`config.mk`:
```
export PLATFORM = sky130hd
export DESIGN_NAME = sync_fifo_param_flat
export DESIGN_NICKNAME = d
export VERILOG_FILES = /design/src/rtl/sync_fifo_pkg.sv /design/src/rtl/sync_fifo_param_if.sv /design/src/rtl/sync_fifo_ram.sv /design/src/rtl/sync_fifo_param.sv /design/src/flat_wrapper.sv
export SDC_FILE = /design/constraint.sdc
export NUM_CORES = 1
export LEC_CHECK = 0
export ABC_AREA = 1
export BUFFER_PORTS_ARGS = -buffer_cell sky130_fd_sc_hd__buf_2
export CELL_PAD_IN_SITES_DETAIL_PLACEMENT = 0
export CELL_PAD_IN_SITES_GLOBAL_PLACEMENT = 1
export CORE_MARGIN = 2
export CORE_UTILIZATION = 44
export CTS_CLUSTER_DIAMETER = 40
export CTS_CLUSTER_SIZE = 12
export DETAILED_ROUTE_END_ITERATION = 8
export HOLD_SLACK_MARGIN = 0.03
export PLACE_DENSITY_LB_ADDON = 0.1
export RECOVER_POWER = 50
export SETUP_SLACK_MARGIN = 0.3
export SYNTH_ARGS = -nofsm -noshare
export SYNTH_HDL_FRONTEND = slang
export SYNTH_HIERARCHICAL = 1
export SYNTH_SLANG_ARGS = --single-unit
```
`constraint.sdc`:
```
create_clock -name CLK -period 2.24 [get_ports CLK]
set_input_delay 0.112 -clock CLK [delete_from_list [all_inputs] [get_ports CLK]]
set_output_delay 0.112 -clock CLK [all_outputs]
set_load 0.02 [all_outputs]
```
`src/rtl/sync_fifo_pkg.sv`:
```
// sync_fifo_pkg: shared types and helpers for sync_fifo_param.
//   fifo_op_e : the operation accepted at a clock edge (push, pop, both, none)
//   ptr_w()   : pointer and count width for a given depth (address bits plus one wrap bit)
//   cfg_ok()  : legality of a parameter set, checked by the top at elaboration
// Optional feature macro used across the slice: SYNC_FIFO_FWFT_EN.
package sync_fifo_pkg;

   typedef enum logic [1:0] {
      OP_IDLE = 2'b00,
      OP_POP  = 2'b01,
      OP_PUSH = 2'b10,
      OP_BOTH = 2'b11
   } fifo_op_e;

   function automatic int ptr_w(input int depth);
      return $clog2(depth) + 1;
   endfunction

   function automatic bit is_pow2(input int v);
      return (v >= 2) && ((v & (v - 1)) == 0);
   endfunction

   function automatic bit cfg_ok(input int data_w, input int depth,
                                 input int af, input int ae);
      return (data_w >= 1) && is_pow2(depth) &&
             (af >= 1) && (af <= depth) &&
             (ae >= 0) && (ae <= depth - 1);
   endfunction

endpackage

```
`src/rtl/sync_fifo_param_if.sv`:
```
// sync_fifo_param_if: producer/consumer bus of sync_fifo_param.
//   write/iData      push request and data        (master -> slave)
//   read             pop request                  (master -> slave)
//   oData            pop data                     (slave -> master)
//   full/empty/almost_full/almost_empty/count     occupancy status (slave -> master)
//   overflow/underflow  one-cycle refusal pulses  (slave -> master)
// Handshake: write and read are requests, not valid/ready pairs. A push is
// accepted when not full, or when full and a pop is accepted at the same
// edge; a pop is accepted when not empty. A refused request is dropped and
// reported by overflow/underflow on the following cycle; nothing is retried.
interface sync_fifo_param_if
   import sync_fifo_pkg::*;
#(
   parameter int DATA_W = 8,
   parameter int DEPTH  = 16
) ();

   localparam int CW = ptr_w(DEPTH);

   logic              write;
   logic [DATA_W-1:0] iData;
   logic              read;
   logic [DATA_W-1:0] oData;
   logic              full;
   logic              empty;
   logic              almost_full;
   logic              almost_empty;
   logic [CW-1:0]     count;
   logic              overflow;
   logic              underflow;

   modport master (
      output write, iData, read,
      input  oData, full, empty, almost_full, almost_empty, count,
             overflow, underflow
   );

   modport slave (
      input  write, iData, read,
      output oData, full, empty, almost_full, almost_empty, count,
             overflow, underflow
   );

endinterface

```
`src/rtl/sync_fifo_ram.sv`:
```
// sync_fifo_ram: simple dual-port storage, DATA_W x DEPTH, synchronous write.
//   CLK          clock
//   RSTn         synchronous active-low reset of the read register (standard mode only)
//   re           read enable, loads the read register (standard mode only)
//   raddr        read address
//   rdata        read data: registered (standard) or combinational (FWFT)
//   we/waddr/wdata  write port
// SYNC_FIFO_FWFT_EN defined: combinational read so the head word is always
// visible. Undefined: registered read, one cycle latency, holds when re=0.
// The storage array itself is never reset.
module sync_fifo_ram #(
   parameter int DATA_W = 8,
   parameter int DEPTH  = 16,
   parameter int AW     = $clog2(DEPTH)
) (
   input  logic              CLK,
`ifndef SYNC_FIFO_FWFT_EN
   input  logic              RSTn,
   input  logic              re,
`endif
   input  logic [AW-1:0]     raddr,
   output logic [DATA_W-1:0] rdata,
   input  logic              we,
   input  logic [AW-1:0]     waddr,
   input  logic [DATA_W-1:0] wdata
);

   logic [DATA_W-1:0] mem [DEPTH];

   always_ff @(posedge CLK) begin
      if (we) begin
         mem[waddr] <= wdata;
      end
   end

`ifdef SYNC_FIFO_FWFT_EN
   assign rdata = mem[raddr];
`else
   // Reading and writing the same address at one edge (full FIFO doing
   // push and pop together) returns the old word, which is the head.
   always_ff @(posedge CLK) begin
      if (!RSTn) begin
         rdata <= '0;
      end else if (re) begin
         rdata <= mem[raddr];
      end
   end
`endif

endmodule

```
`src/rtl/sync_fifo_param.sv`:
```
// sync_fifo_param: parametrised single-clock FIFO with occupancy count,
// programmable almost-full/almost-empty flags and overflow/underflow pulses.
//   CLK    clock, all logic on the rising edge
//   RSTn   synchronous active-low reset
//   fifo   sync_fifo_param_if.slave: write/iData/read in; oData, full, empty,
//          almost_full, almost_empty, count, overflow, underflow out
// Parameters: DATA_W, DEPTH (power of two, >=2), AF_LEVEL (1..DEPTH),
// AE_LEVEL (0..DEPTH-1).
// Macro SYNC_FIFO_FWFT_EN selects first-word-fall-through output; undefined
// gives a registered output with one cycle read latency.
module sync_fifo_param
   import sync_fifo_pkg::*;
#(
   parameter int DATA_W   = 8,
   parameter int DEPTH    = 16,
   parameter int AF_LEVEL = 14,
   parameter int AE_LEVEL = 2
) (
   input  logic           CLK,
   input  logic           RSTn,
   sync_fifo_param_if.slave fifo
);

   localparam int  PW     = ptr_w(DEPTH);
   localparam int  AW     = PW - 1;
   localparam bit  CFG_OK = cfg_ok(DATA_W, DEPTH, AF_LEVEL, AE_LEVEL);

   if (!CFG_OK) begin : g_cfg_err
      $error("sync_fifo_param: illegal DATA_W/DEPTH/AF_LEVEL/AE_LEVEL");
   end

   logic [PW-1:0] wr_ptr;
   logic [PW-1:0] rd_ptr;
   logic [PW-1:0] count_q;
   logic [PW-1:0] count_nxt;
   logic          full_q;
   logic          empty_q;
   logic          afull_q;
   logic          aempty_q;
   logic          ovf_q;
   logic          unf_q;
   logic          wr_ok;
   logic          rd_ok;
   fifo_op_e      op;

   // A full FIFO still takes a push when the same edge pops a word.
   assign rd_ok = fifo.read & ~empty_q;
   assign wr_ok = fifo.write & (~full_q | rd_ok);
   assign op    = fifo_op_e'({wr_ok, rd_ok});

   always_comb begin
      count_nxt = count_q;
      case (op)
         OP_PUSH: count_nxt = count_q + 1'b1;
         OP_POP:  count_nxt = count_q - 1'b1;
         default: count_nxt = count_q;
      endcase
   end

   // Flags are computed from the next count so they are registered yet
   // agree with count on every cycle.
   always_ff @(posedge CLK) begin
      if (!RSTn) begin
         wr_ptr   <= '0;
         rd_ptr   <= '0;
         count_q  <= '0;
         full_q   <= 1'b0;
         empty_q  <= 1'b1;
         afull_q  <= 1'b0;
         aempty_q <= 1'b1;
         ovf_q    <= 1'b0;
         unf_q    <= 1'b0;
      end else begin
         if (wr_ok) begin
            wr_ptr <= wr_ptr + 1'b1;
         end
         if (rd_ok) begin
            rd_ptr <= rd_ptr + 1'b1;
         end
         count_q  <= count_nxt;
         full_q   <= (count_nxt == PW'(DEPTH));
         empty_q  <= (count_nxt == '0);
         afull_q  <= (count_nxt >= PW'(AF_LEVEL));
         aempty_q <= (count_nxt <= PW'(AE_LEVEL));
         ovf_q    <= fifo.write & ~wr_ok;
         unf_q    <= fifo.read & ~rd_ok;
      end
   end

   sync_fifo_ram #(
      .DATA_W (DATA_W),
      .DEPTH  (DEPTH),
      .AW     (AW)
   ) u_ram (
      .CLK   (CLK),
`ifndef SYNC_FIFO_FWFT_EN
      .RSTn  (RSTn),
      .re    (rd_ok),
`endif
      .raddr (rd_ptr[AW-1:0]),
      .rdata (fifo.oData),
      .we    (wr_ok),
      .waddr (wr_ptr[AW-1:0]),
      .wdata (fifo.iData)
   );

   assign fifo.count        = count_q;
   assign fifo.full         = full_q;
   assign fifo.empty        = empty_q;
   assign fifo.almost_full  = afull_q;
   assign fifo.almost_empty = aempty_q;
   assign fifo.overflow     = ovf_q;
   assign fifo.underflow    = unf_q;

endmodule

```
`src/flat_wrapper.sv`:
```
// flat-port wrapper written by rule: the top's interface ports become plain ports
module sync_fifo_param_flat import sync_fifo_pkg::*;
#(
   parameter int DATA_W   = 8,
   parameter int DEPTH    = 16,
   parameter int AF_LEVEL = 14,
   parameter int AE_LEVEL = 2
)
  (CLK, RSTn, fifo_write, fifo_iData, fifo_read, fifo_oData, fifo_full, fifo_empty, fifo_almost_full, fifo_almost_empty, fifo_count, fifo_overflow, fifo_underflow);
  sync_fifo_param_if #(.DATA_W(DATA_W), .DEPTH(DEPTH)) fifo_i ();
  input  logic CLK;
  input  logic RSTn;
  input wire logic [$bits(fifo_i.write)-1:0] fifo_write;
  input wire logic [$bits(fifo_i.iData)-1:0] fifo_iData;
  input wire logic [$bits(fifo_i.read)-1:0] fifo_read;
  output wire logic [$bits(fifo_i.oData)-1:0] fifo_oData;
  output wire logic [$bits(fifo_i.full)-1:0] fifo_full;
  output wire logic [$bits(fifo_i.empty)-1:0] fifo_empty;
  output wire logic [$bits(fifo_i.almost_full)-1:0] fifo_almost_full;
  output wire logic [$bits(fifo_i.almost_empty)-1:0] fifo_almost_empty;
  output wire logic [$bits(fifo_i.count)-1:0] fifo_count;
  output wire logic [$bits(fifo_i.overflow)-1:0] fifo_overflow;
  output wire logic [$bits(fifo_i.underflow)-1:0] fifo_underflow;
  assign fifo_i.write = fifo_write;
  assign fifo_i.iData = fifo_iData;
  assign fifo_i.read = fifo_read;
  assign fifo_oData = fifo_i.oData;
  assign fifo_full = fifo_i.full;
  assign fifo_empty = fifo_i.empty;
  assign fifo_almost_full = fifo_i.almost_full;
  assign fifo_almost_empty = fifo_i.almost_empty;
  assign fifo_count = fifo_i.count;
  assign fifo_overflow = fifo_i.overflow;
  assign fifo_underflow = fifo_i.underflow;
  sync_fifo_param #(.DATA_W(DATA_W), .DEPTH(DEPTH), .AF_LEVEL(AF_LEVEL), .AE_LEVEL(AE_LEVEL)) u_core (.CLK(CLK), .RSTn(RSTn), .fifo(fifo_i));
endmodule
```
==> impl_metrics.toml <==
[outcome]
status = "completed"

[logic_synthesis]
avgSynthCellArea_um2 = 10.34
synth_edf_count = 128
syn_area_um2 = 6546
synth_seq_area_share_pct = 66.97
synth_top_flop_cell = "edfxtp_1"
netlist_instances = 633
synth_cell_types = 25
synth.top_cell.area_share_pct = 58.72
yosys_register_bits = 155
synth-async-reset-ratio_pct = 0
syn_nets = 650
ys_warn_count = 6
yosys.area.top_type = "edfxtp_1"
synth.area.top_cells = "edfxtp_1, nand2_1, nand3_1, dfxtp_1, nor2_1"

[cells_and_area]
mostFrequentLayoutCell = "nand2_1"
layout-drive-gt1-share_pct = 14.22
area_growth_pct = 18.16
diodes = 0
final_core_util_pct = 53.22
fillers = 1313
fin_cells = 887
final_nets = 707
final_cell_mix = "nand2_1, edfxtp_1, nand3_1"

[worst_setup_path]
r2r-start = "u_core/fifo.empty$_SDFF_PN1_"
crit_chain = "nor2_4 > inv_1 > nand2_4 > nand2_4 > ha_4 > nand2_2 > inv_2 > nor2_4 > ha_4 > inv_2 > nand2_2 > nand2_1 > nand3_2 > nand2_2 > nor2_2 > nand3_1 > nand2_1 > nand2_2 > inv_1"
cp_num_buf_inv = 4
rr_worst_depth = 19
critPathTopFamily = "simple AND/OR/NAND/NOR gates"
crit_top_cell = "nand2_2"
cp_slowest_cell = "dfxtp_1"
r2r_slack_ns = 0.28
crit_required_ns = 2.56
cp.depth = 19
worstSetupStartpoint = "u_core/fifo.empty$_SDFF_PN1_"
critical_path_arrival_ns = 2.28
r2r-end = "u_core/fifo.almost_empty$_SDFF_PN1_"
cp-endpoint = "u_core/fifo.almost_empty$_SDFF_PN1_"
cp-start-kind = "register"
cp_max_fo = 3
cp-end-kind = "register"
critPathKind = "register to register"
crit_path_max_incr_delay_ns = 0.37

[global_routing]
track_usage_pct = 19.71
grt_pass1_vias = 4403
grt_max_degree = 38
antenna_found_initial = 0
grt_pass1_wl_um = 23680
grt_overflow = 0

[detailed_routing]
drcViolationCount = 0
first_pass_iters = 5
dr_wl_met3_um = 773
viasPerCell = 5.142
post_drt_wl_per_cell_um = 17.02
routed_wl_um = 15100
vias = 4561
top_layer = "met4"
antenna_left = 0
first_iter_violations = 326
wl_met1_um = 7002
route.met2.wl_um = 6915

[timing]
fin_crit_ns = 1.957
setup_viol = 0
rsz0062_at_grt = "yes"
max_slew_margin_pct = 37.32
report.final.slew_viol_count = 0
timing.hold.ws_ns = 0.05866
tns_ns = 0
fmax_ghz = 0.5110
fin_crit_sh_pct = 87.37
hold_viol = 0
tightest_slew_ns = 0.9402
finClkSkew_ns = 0.005189

[clock_network]
cts_sinks = 155
clockBufferDepth = 2
insertion_delay_ns = 0.42
cts_buffers = 17
cts-root-buf = "clkbuf_16"
tritoncts = "built"
path_clk_slew_ns = 0.06
h-tree-depth = 4

[floorplan]
fp.dieH_um = 126.0
rows = 44
fp.coreArea_um2 = 14530
ioPinCount = 31
die_area_um2 = 15870
die_w_um = 126.0
start_util_pct = 45.04

[placed_design]
dp_cells = 842
dp_hpwl_um = 9553
portBuffers = 30
gp_congestion = 0.7750

[pwr]
peakVddDrop_mv = 0.6643
p_per_area_nw_per_um2 = 1036
power.leakage_nw = 3.009

[job]
maxCapViolCount = 0

[min_path]
hold_path_class = "input port to register"
## area by class of cell
class	count	area [µm²]	area share (%)
flip-flops and latches	155	4385	56.70
multi-input cells	413	1919	24.81
clock buffers	18	429.2	5.548
repair buffers	67	410.4	5.306
well taps	184	230.2	2.976
clock inverters	14	225.2	2.912
inverters	36	135.1	1.747
## power by group
| part | internal (mW) | switching, mW |
|---|---|---|
| Sequential | 3.26 | 0.101 |
| Combinational | 0.491 | 0.984 |
| Clock | 2.07 | 1.10 |
| Total | 5.82 | 2.19 |
## metrics by stage
stage	worst slack (ns)	area (µm²)	power, mW
after floorplan	0.2029	6585	4.386
after global placement	0.1922	6938	4.757
after detailed placement	0.1371	6938	4.762
after CTS	0.3023	7686	7.991
after global routing	0.1791	7735	8.367
final	0.2830	7735	8.011
## registers in the layout (all words and copies together) (netlist names)
register / cells
u_core/fifo.overflow: 1
u_core/fifo.almost_empty: 1
u_core/fifo.underflow: 1
u_core/fifo.count: 5
u_core/u_ram/rdata: 8
u_core/fifo.empty: 1
u_core/rd_ptr: 4
u_core/u_ram/mem: 128
u_core/wr_ptr: 4
u_core/fifo.almost_full: 1
u_core/fifo.full: 1
## routing by layer
metal | global-route usage [%] | up-vias
met5 | 0 | -
met4 | 8.791 | 0
met3 | 4.121 | 34
met2 | 30.42 | 139
met1 | 27.07 | 2153
li1 | - | 2235
## timing repair
action	CTS	global route
hold buffers	2	0
pin swaps	6	11
endpoints found under the setup margin	5	38
endpoints found under the hold margin	2	0
resized for setup	7	14
buffers inserted	5	6
## worst min path at each step
| stage | start | end | slack [ns] | cells past startpoint |
|---|---|---|---|---|
| after floorplan | fifo_iData[0] | u_core/u_ram/mem[0][0]$_DFFE_PP_ | 0.21 | 0 |
| after CTS | RSTn | u_core/fifo.empty$_SDFF_PN1_ | 0.05 | 2 |
| after global routing | RSTn | u_core/fifo.empty$_SDFF_PN1_ | 0.06 | 2 |
| after global placement | fifo_write | u_core/fifo.overflow$_SDFF_PN0_ | 0.38 | 3 |
| final | RSTn | u_core/fifo.empty$_SDFF_PN1_ | 0.06 | 2 |
| after detailed placement | fifo_write | u_core/fifo.overflow$_SDFF_PN0_ | 0.36 | 3 |
## synth_stat cells, drive strengths merged (2+ instances only)
cell	count
inv	36
nor2	55
edfxtp	128
buf	26
clkbuf	3
a21oi	4
nand3	119
o21ai	6
dfxtp	27
ha	5
xor2	2
nand2	218
## cell families after synthesis
group,after synthesis,synth area share [%]
AOI/OAI and AO/OA,10,0.7646
xor gates and xnor gates,3,0.4014
adders and majority gates,5,0.9557
buffers and inverters,65,5.447
DFF,155,66.97
muxes,1,0.1529
and+or+nand+nor,394,25.31
(Power assumes the default switching activity.)
